### src/rtl/riscv_periph_pkg.sv
// Shared definitions for the memory-mapped peripherals on the core's data bus:
// UART register offsets, STATUS field positions and the transmitter state type.
package riscv_periph_pkg;

  localparam logic [3:0] UART_TXDATA  = 4'h0;
  localparam logic [3:0] UART_STATUS  = 4'h4;
  localparam logic [3:0] UART_BAUDDIV = 4'h8;

  localparam int STATUS_FULL    = 0;
  localparam int STATUS_EMPTY   = 1;
  localparam int STATUS_BUSY    = 2;
  localparam int STATUS_OVF     = 3;
  localparam int STATUS_CNT_LSB = 4;
  localparam int STATUS_CNT_MSB = 7;

  typedef enum logic [1:0] {
    IDLE  = 2'd0,
    START = 2'd1,
    DATA  = 2'd2,
    STOP  = 2'd3
  } uart_tx_state_t;

  // Registers are word-aligned, so the byte-lane bits of the offset are ignored.
  function automatic logic [3:0] word_offset(input logic [3:0] addr);
    return {addr[3:2], 2'b00};
  endfunction

endpackage

### src/rtl/sync_fifo.sv
// Single-clock FIFO; a push to a full FIFO is accepted only when a pop
// happens in the same cycle, otherwise it is dropped and flagged on drop.
module sync_fifo #(
  parameter  int WIDTH = 8,
  parameter  int DEPTH = 8,
  localparam int AW    = $clog2(DEPTH),
  localparam int CW    = AW + 1
) (
  input  logic             clk,
  input  logic             rst,
  input  logic             push,
  input  logic [WIDTH-1:0] push_data,
  input  logic             pop,
  output logic [WIDTH-1:0] head,
  output logic             full,
  output logic             empty,
  output logic [CW-1:0]    count,
  output logic             drop,
  output logic             empty_next
);

  logic [WIDTH-1:0] mem_r [DEPTH];
  logic [AW-1:0]    wr_ptr_r;
  logic [AW-1:0]    rd_ptr_r;
  logic [CW-1:0]    count_r;
  logic [CW-1:0]    count_next_s;
  logic             push_ok_s;
  logic             pop_ok_s;

  assign full       = (count_r == CW'(DEPTH));
  assign empty      = (count_r == {CW{1'b0}});
  assign empty_next = (count_next_s == {CW{1'b0}});
  assign drop       = push & ~push_ok_s;
  assign head       = mem_r[rd_ptr_r];
  assign count      = count_r;

  // Accept/pop qualification and the next occupancy.
  always_comb begin
    pop_ok_s     = pop & ~empty;
    push_ok_s    = push & (~full | pop_ok_s);
    count_next_s = count_r;
    case ({push_ok_s, pop_ok_s})
      2'b10:   count_next_s = count_r + CW'(1);
      2'b01:   count_next_s = count_r - CW'(1);
      default: count_next_s = count_r;
    endcase
  end

  // Pointers and occupancy; a reset discards whatever is queued.
  always_ff @(posedge clk or posedge rst) begin
    if (rst) begin
      wr_ptr_r <= {AW{1'b0}};
      rd_ptr_r <= {AW{1'b0}};
      count_r  <= {CW{1'b0}};
    end else begin
      if (push_ok_s) wr_ptr_r <= wr_ptr_r + AW'(1);
      if (pop_ok_s)  rd_ptr_r <= rd_ptr_r + AW'(1);
      count_r <= count_next_s;
    end
  end

  // Storage needs no reset: an entry is only read after it has been written.
  always_ff @(posedge clk) begin
    if (push_ok_s) mem_r[wr_ptr_r] <= push_data;
  end

endmodule

### src/rtl/mmio_uart_tx.sv
// Memory-mapped 8N1 UART transmitter: bus decode, registers, TX FIFO,
// baud counter and the serialising state machine.
module mmio_uart_tx
  import riscv_periph_pkg::*;
#(
  parameter int FIFO_DEPTH  = 8,
  parameter int DEFAULT_DIV = 433
) (
  input  logic        i_clk,
  input  logic        i_reset,
  input  logic        i_sel,
  input  logic        i_we,
  input  logic        i_re,
  input  logic [3:0]  i_addr,
  input  logic [31:0] i_wdata,
  output logic [31:0] o_rdata,
  output logic        o_tx,
  output logic        o_irq
);

  localparam int CW = $clog2(FIFO_DEPTH) + 1;

  uart_tx_state_t state_r;
  uart_tx_state_t state_next_s;
  logic [15:0]    bauddiv_r;
  logic [15:0]    baud_cnt_r;
  logic [15:0]    baud_cnt_next_s;
  logic [2:0]     bit_idx_r;
  logic [2:0]     bit_idx_next_s;
  logic [7:0]     shift_r;
  logic [7:0]     shift_next_s;
  logic           tx_r;
  logic           tx_next_s;
  logic           irq_r;
  logic           overflow_r;
  logic [3:0]     offset_s;
  logic           push_s;
  logic           pop_s;
  logic           status_wr_s;
  logic           baud_wr_s;
  logic           fifo_full_s;
  logic           fifo_empty_s;
  logic           fifo_empty_next_s;
  logic           fifo_drop_s;
  logic [7:0]     fifo_head_s;
  logic [CW-1:0]  fifo_count_s;
  logic [31:0]    status_s;
  logic           unused_s;

  assign offset_s    = word_offset(i_addr);
  assign push_s      = i_sel & i_we & (offset_s == UART_TXDATA);
  assign status_wr_s = i_sel & i_we & (offset_s == UART_STATUS);
  assign baud_wr_s   = i_sel & i_we & (offset_s == UART_BAUDDIV);
  assign unused_s    = ^i_wdata[31:16];
  assign o_tx        = tx_r;
  assign o_irq       = irq_r;

  sync_fifo #(
    .WIDTH (8),
    .DEPTH (FIFO_DEPTH)
  ) u_fifo (
    .clk        (i_clk),
    .rst        (i_reset),
    .push       (push_s),
    .push_data  (i_wdata[7:0]),
    .pop        (pop_s),
    .head       (fifo_head_s),
    .full       (fifo_full_s),
    .empty      (fifo_empty_s),
    .count      (fifo_count_s),
    .drop       (fifo_drop_s),
    .empty_next (fifo_empty_next_s)
  );

  // STATUS word assembly.
  always_comb begin
    status_s                                = 32'h0000_0000;
    status_s[STATUS_FULL]                   = fifo_full_s;
    status_s[STATUS_EMPTY]                  = fifo_empty_s;
    status_s[STATUS_BUSY]                   = (state_r != IDLE);
    status_s[STATUS_OVF]                    = overflow_r;
    status_s[STATUS_CNT_MSB:STATUS_CNT_LSB] = 4'(fifo_count_s);
  end

  // Same-cycle load data; zero whenever no load targets us.
  always_comb begin
    o_rdata = 32'h0000_0000;
    if (i_sel & i_re) begin
      case (offset_s)
        UART_STATUS:  o_rdata = status_s;
        UART_BAUDDIV: o_rdata = {16'h0000, bauddiv_r};
        default:      o_rdata = 32'h0000_0000;
      endcase
    end else begin
      o_rdata = 32'h0000_0000;
    end
  end

  // Configuration register and the sticky overflow flag.
  always_ff @(posedge i_clk or posedge i_reset) begin
    if (i_reset) begin
      bauddiv_r  <= 16'(DEFAULT_DIV);
      overflow_r <= 1'b0;
    end else begin
      if (baud_wr_s) bauddiv_r <= i_wdata[15:0];
      if (fifo_drop_s) overflow_r <= 1'b1;
      else if (status_wr_s & i_wdata[STATUS_OVF]) overflow_r <= 1'b0;
    end
  end

  // Next-state logic; the counter reloads from BAUDDIV only at bit boundaries.
  always_comb begin
    state_next_s    = state_r;
    baud_cnt_next_s = baud_cnt_r;
    bit_idx_next_s  = bit_idx_r;
    shift_next_s    = shift_r;
    pop_s           = 1'b0;
    case (state_r)
      IDLE: begin
        if (!fifo_empty_s) begin
          pop_s           = 1'b1;
          shift_next_s    = fifo_head_s;
          baud_cnt_next_s = bauddiv_r;
          state_next_s    = START;
        end else begin
          state_next_s = IDLE;
        end
      end
      START: begin
        if (baud_cnt_r == 16'd0) begin
          baud_cnt_next_s = bauddiv_r;
          bit_idx_next_s  = 3'd0;
          state_next_s    = DATA;
        end else begin
          baud_cnt_next_s = baud_cnt_r - 16'd1;
        end
      end
      DATA: begin
        if (baud_cnt_r == 16'd0) begin
          baud_cnt_next_s = bauddiv_r;
          shift_next_s    = {1'b0, shift_r[7:1]};
          if (bit_idx_r == 3'd7) begin
            state_next_s = STOP;
          end else begin
            bit_idx_next_s = bit_idx_r + 3'd1;
          end
        end else begin
          baud_cnt_next_s = baud_cnt_r - 16'd1;
        end
      end
      STOP: begin
        if (baud_cnt_r == 16'd0) begin
          state_next_s = IDLE;
        end else begin
          baud_cnt_next_s = baud_cnt_r - 16'd1;
        end
      end
      default: state_next_s = IDLE;
    endcase

    case (state_next_s)
      IDLE:    tx_next_s = 1'b1;
      START:   tx_next_s = 1'b0;
      DATA:    tx_next_s = shift_next_s[0];
      STOP:    tx_next_s = 1'b1;
      default: tx_next_s = 1'b1;
    endcase
  end

  // State registers; line and interrupt are registered from next-state values.
  always_ff @(posedge i_clk or posedge i_reset) begin
    if (i_reset) begin
      state_r    <= IDLE;
      baud_cnt_r <= 16'd0;
      bit_idx_r  <= 3'd0;
      shift_r    <= 8'h00;
      tx_r       <= 1'b1;
      irq_r      <= 1'b1;
    end else begin
      state_r    <= state_next_s;
      baud_cnt_r <= baud_cnt_next_s;
      bit_idx_r  <= bit_idx_next_s;
      shift_r    <= shift_next_s;
      tx_r       <= tx_next_s;
      irq_r      <= fifo_empty_next_s & (state_next_s == IDLE);
    end
  end

endmodule

### config.mk
export PLATFORM = sky130hd
export DESIGN_NAME = mmio_uart_tx
export DESIGN_NICKNAME = d
export VERILOG_FILES = /design/src/rtl/riscv_periph_pkg.sv /design/src/rtl/sync_fifo.sv /design/src/rtl/mmio_uart_tx.sv
export SDC_FILE = /design/constraint.sdc
export NUM_CORES = 1
export LEC_CHECK = 0
export ABC_AREA = 0
export CORE_ASPECT_RATIO = 1.2
export CORE_UTILIZATION = 40
export DETAILED_ROUTE_END_ITERATION = 6
export PLACE_DENSITY_LB_ADDON = 0.08
export SYNTH_ARGS = -nofsm -noshare
export SYNTH_HDL_FRONTEND = slang
export SYNTH_SLANG_ARGS = --single-unit
### constraint.sdc
create_clock -name i_clk -period 3.12 [get_ports i_clk]
set_clock_uncertainty 0.15 [all_clocks]
set_input_delay 0.312 -clock i_clk [delete_from_list [all_inputs] [get_ports i_clk]]
set_output_delay 0.312 -clock i_clk [all_outputs]
set_load 0.05 [all_outputs]
==> qor.yml <==
status: "finished, final reports clean"
ctsRootBufferMaster: "clkbuf_16"
viasPerCell: 5.35
finalHoldViolations: 0
worstSkewPairLatency_ns: 0.41
drtIter0Drc: 270
die-height_um: 137
design.die.area_mm2: 0.0157
grt_pass1_vias: 4010
drv_cap: 0
drt-total-wl_mm: 13.6
start_kind: "flop"
syn_avg_cell_area_um2: 12.6
grt_setup_unrepaired: "no"
worst_r2r_path_depth: 10
fp.dieW_um: 115
gp_congestion: 0.795
worstMarginPinSlew_ns: 0.789
grtUsageTotal: 0.187
yosys_most_used_dff: "edfxtp_1"
grt_use_met2: 0.337
clk_pin_slew_worst_paths_ns: 0.06
antenna_found_initial: 0
cts.sinks: 122
peakVddDrop_uv: 400
portBuffers: 40
grt.busiest_layer: "met2"
cp_common_cell: "inv_1"
regToRegEndpoint: "o_irq"
reg2reg_from: "baud_cnt_r[0]"
min_period_over_period: 0.921
cts-htree-levels: 4
crit_slowest_cell: "or4b_4"
period_minus_slack_ns: 2.87
numCtsBuffers: 17
path_cells: "inv_1 > ha_1 > or4b_4 > nor4_2 > buf_4 > nor2_1 > o31ai_2 > ha_2 > inv_1 > a2111oi_2"
yosys_warnings: 0
worst-path-buf-inv: 3
synthTopCellsByArea: "edfxtp_1 32%, dfrtp_1 21%, mux4_2 5.9%, ha_1 3.7%, mux2_2 3.3%"
initial_core_util: 0.408
via_count: 4079
synthDominantCellAreaShare: 0.315
synth_cell_type_count: 69
area_delta_synth_final_pct: 21.0
slew_headroom: 0.474
io-pin-count: 75
routedWlPerCell_um: 17.8
synth_area_mm2: 0.00610
core_mm2: 0.0150
worstSetupEndpointType: "flop"
global_route.usage.met3: 0.0361
cp_top_family: "simple AND/OR/NAND/NOR gates"
drtAntennaViolNets: 0
p_leak_uw: 0.00284
drt-pass1-iter-count: 4
cts_tree: "yes"
drc: 0
required_ns: 3.28
drive_above_1_share: 0.254
nets: 604
arrival_ns: 3.03
grt_max_degree: 59
worst_hold_path_type: "input pin to asynchronous set/reset pin"
setup_viol: 0
grt_overflow: 0
slowest_delay_ns: 0.47
cts_setup_buffers: 0
clock_path_buffers: 2
grt_pass1_wl_mm: 21.5
dp_hpwl_mm: 10.0
setup_tns_ns: 0
worstSetupPathType: "flop to flop"
synth-edff-count: 64
reg2reg_slack_ns: 0.25
path_max_fanout: 5
rows: 49
power.density_mw_per_mm2: 936
ys_async_sr_fraction: 0.475
slew_viol_final: 0
final_util: 0.494
met1_usage: 0.213
fmax_ghz: 0.348
diodes: 0
synth_top_area_cell: "edfxtp_1"
fin_hold_ws_ns: 0.282
synth_seq_cells: 122
syn_inst: 483
ys_seq_area_frac: 0.554
hold_buffers: 0
fill_cells: 1387
sequential cells by signal, indices dropped and copies added (netlist names), 3 cells and up:
register         count
u_fifo.rd_ptr_r      3
u_fifo.mem_r        64
bauddiv_r           16
shift_r              8
baud_cnt_r          16
u_fifo.count         4
bit_idx_r            3
u_fifo.wr_ptr_r      3
area by class of cell:
type                       count  area [µm²]  area share
tap                          204         255      0.0346
clock inverter                15         198      0.0268
inverter                      17        63.8     0.00864
timing repair buffer          68         571      0.0773
multi-input combinational    319        2490       0.337
sequential                   122        3380       0.458
clock buffer                  17         425      0.0576
routing by layer:
metal	up-vias	share of wire	routed length, µm
li1	1923	-	-
met5	-	0	0
met3	24	0.028	383
met4	0	0.025	346
met2	82	0.54	7350
met1	2050	0.41	5520
placed cells by master, fill, tap and decap left out, types with 3 or more instances in the layout:
cell type / n
a21oi_1: 14
a22oi_1: 11
a31oi_1: 5
a32oi_1: 7
and2_1: 9
buf_4: 44
bufinv_16: 4
clkbuf_16: 17
clkdlybuf4s50_1: 24
clkinv_1: 3
clkinvlp_4: 3
conb_1: 16
dfrtp_1: 51
dfstp_2: 7
edfxtp_1: 64
ha_1: 17
inv_1: 16
inv_6: 3
mux2_2: 18
mux2i_1: 9
mux4_2: 16
nand2_1: 40
nand3_1: 8
nand4_1: 3
nor2_1: 34
nor3_1: 10
nor3b_1: 3
nor4_1: 7
nor4_4: 3
o211ai_1: 6
o21ai_0: 15
o21ai_1: 8
xnor2_1: 4
xor2_1: 3
worst min-delay path, cell delays in order:
cell and delay [ns]:
clkdlybuf4s50_1 0.41, inv_2 0.05, buf_4 0.59
kinds of logic after synthesis:
kind of cell / after synthesis / share of synthesized area
xor+xnor: 7 / 0.0101
fa+ha+maj: 18 / 0.0369
simple gates: 141 / 0.129
compound gates: 94 / 0.113
buf+inv: 57 / 0.0490
flops: 122 / 0.554
mux: 43 / 0.107
other cells: 1 / 0.000615
power by group:
| part | leakage (µW) | internal (µW) | switching [µW] |
|---|---|---|---|
| clock | 0.000293 | 1340 | 719 |
| combinational | 0.00125 | 1100 | 1410 |
| sequential | 0.00129 | 2000 | 353 |
| total | 0.00284 | 4430 | 2480 |
synthesized netlist by cell type (3+ instances only):
master    instances
o21ai_1           8
o211ai_1          6
mux2_2           18
buf_2             8
dfrtp_1          51
edfxtp_1         64
nor4_1            8
nor2_1           34
nor3b_1           3
buf_4            17
nand4_1           3
xor2_1            3
nand3_1           8
ha_1             18
mux4_2           16
and2_1            9
o21ai_0          15
mux2i_1           9
nand2_1          40
a21oi_1          14
a31oi_1           5
xnor2_1           4
clkbuf_1         11
nor3_1           10
dfstp_2           7
inv_1            17
nor4_4            3
a22oi_1          11
a32oi_1           7
o31ai_1           3
timing repair:
action	CTS	global route
resized for setup	0	3
endpoints found under the setup margin	0	2
hold endpoints to repair	0	0
per-stage QoR:
step,setup WS (ns),instances,total power [µW],cell area (µm²)
after global routing,0.0183,762,7320,7380
after floorplan,0.304,498,4200,6160
after CTS,0.127,762,6970,7370
after detailed placement,0.151,730,4890,6750
after global placement,0.186,730,4850,6750
final,0.247,762,6910,7380
worst max path at each step:
stage	startpoint	to	cells past startpoint
2_1_floorplan	baud_cnt_r[0]	o_irq	9
3_3_place_gp	baud_cnt_r[0]	o_irq	10
3_5_place_dp	baud_cnt_r[0]	o_irq	10
4_1_cts	baud_cnt_r[0]	o_irq	10
5_1_grt	baud_cnt_r[0]	o_irq	10
6_report	baud_cnt_r[0]	o_irq	10
Power figures use the tool's default switching activity.
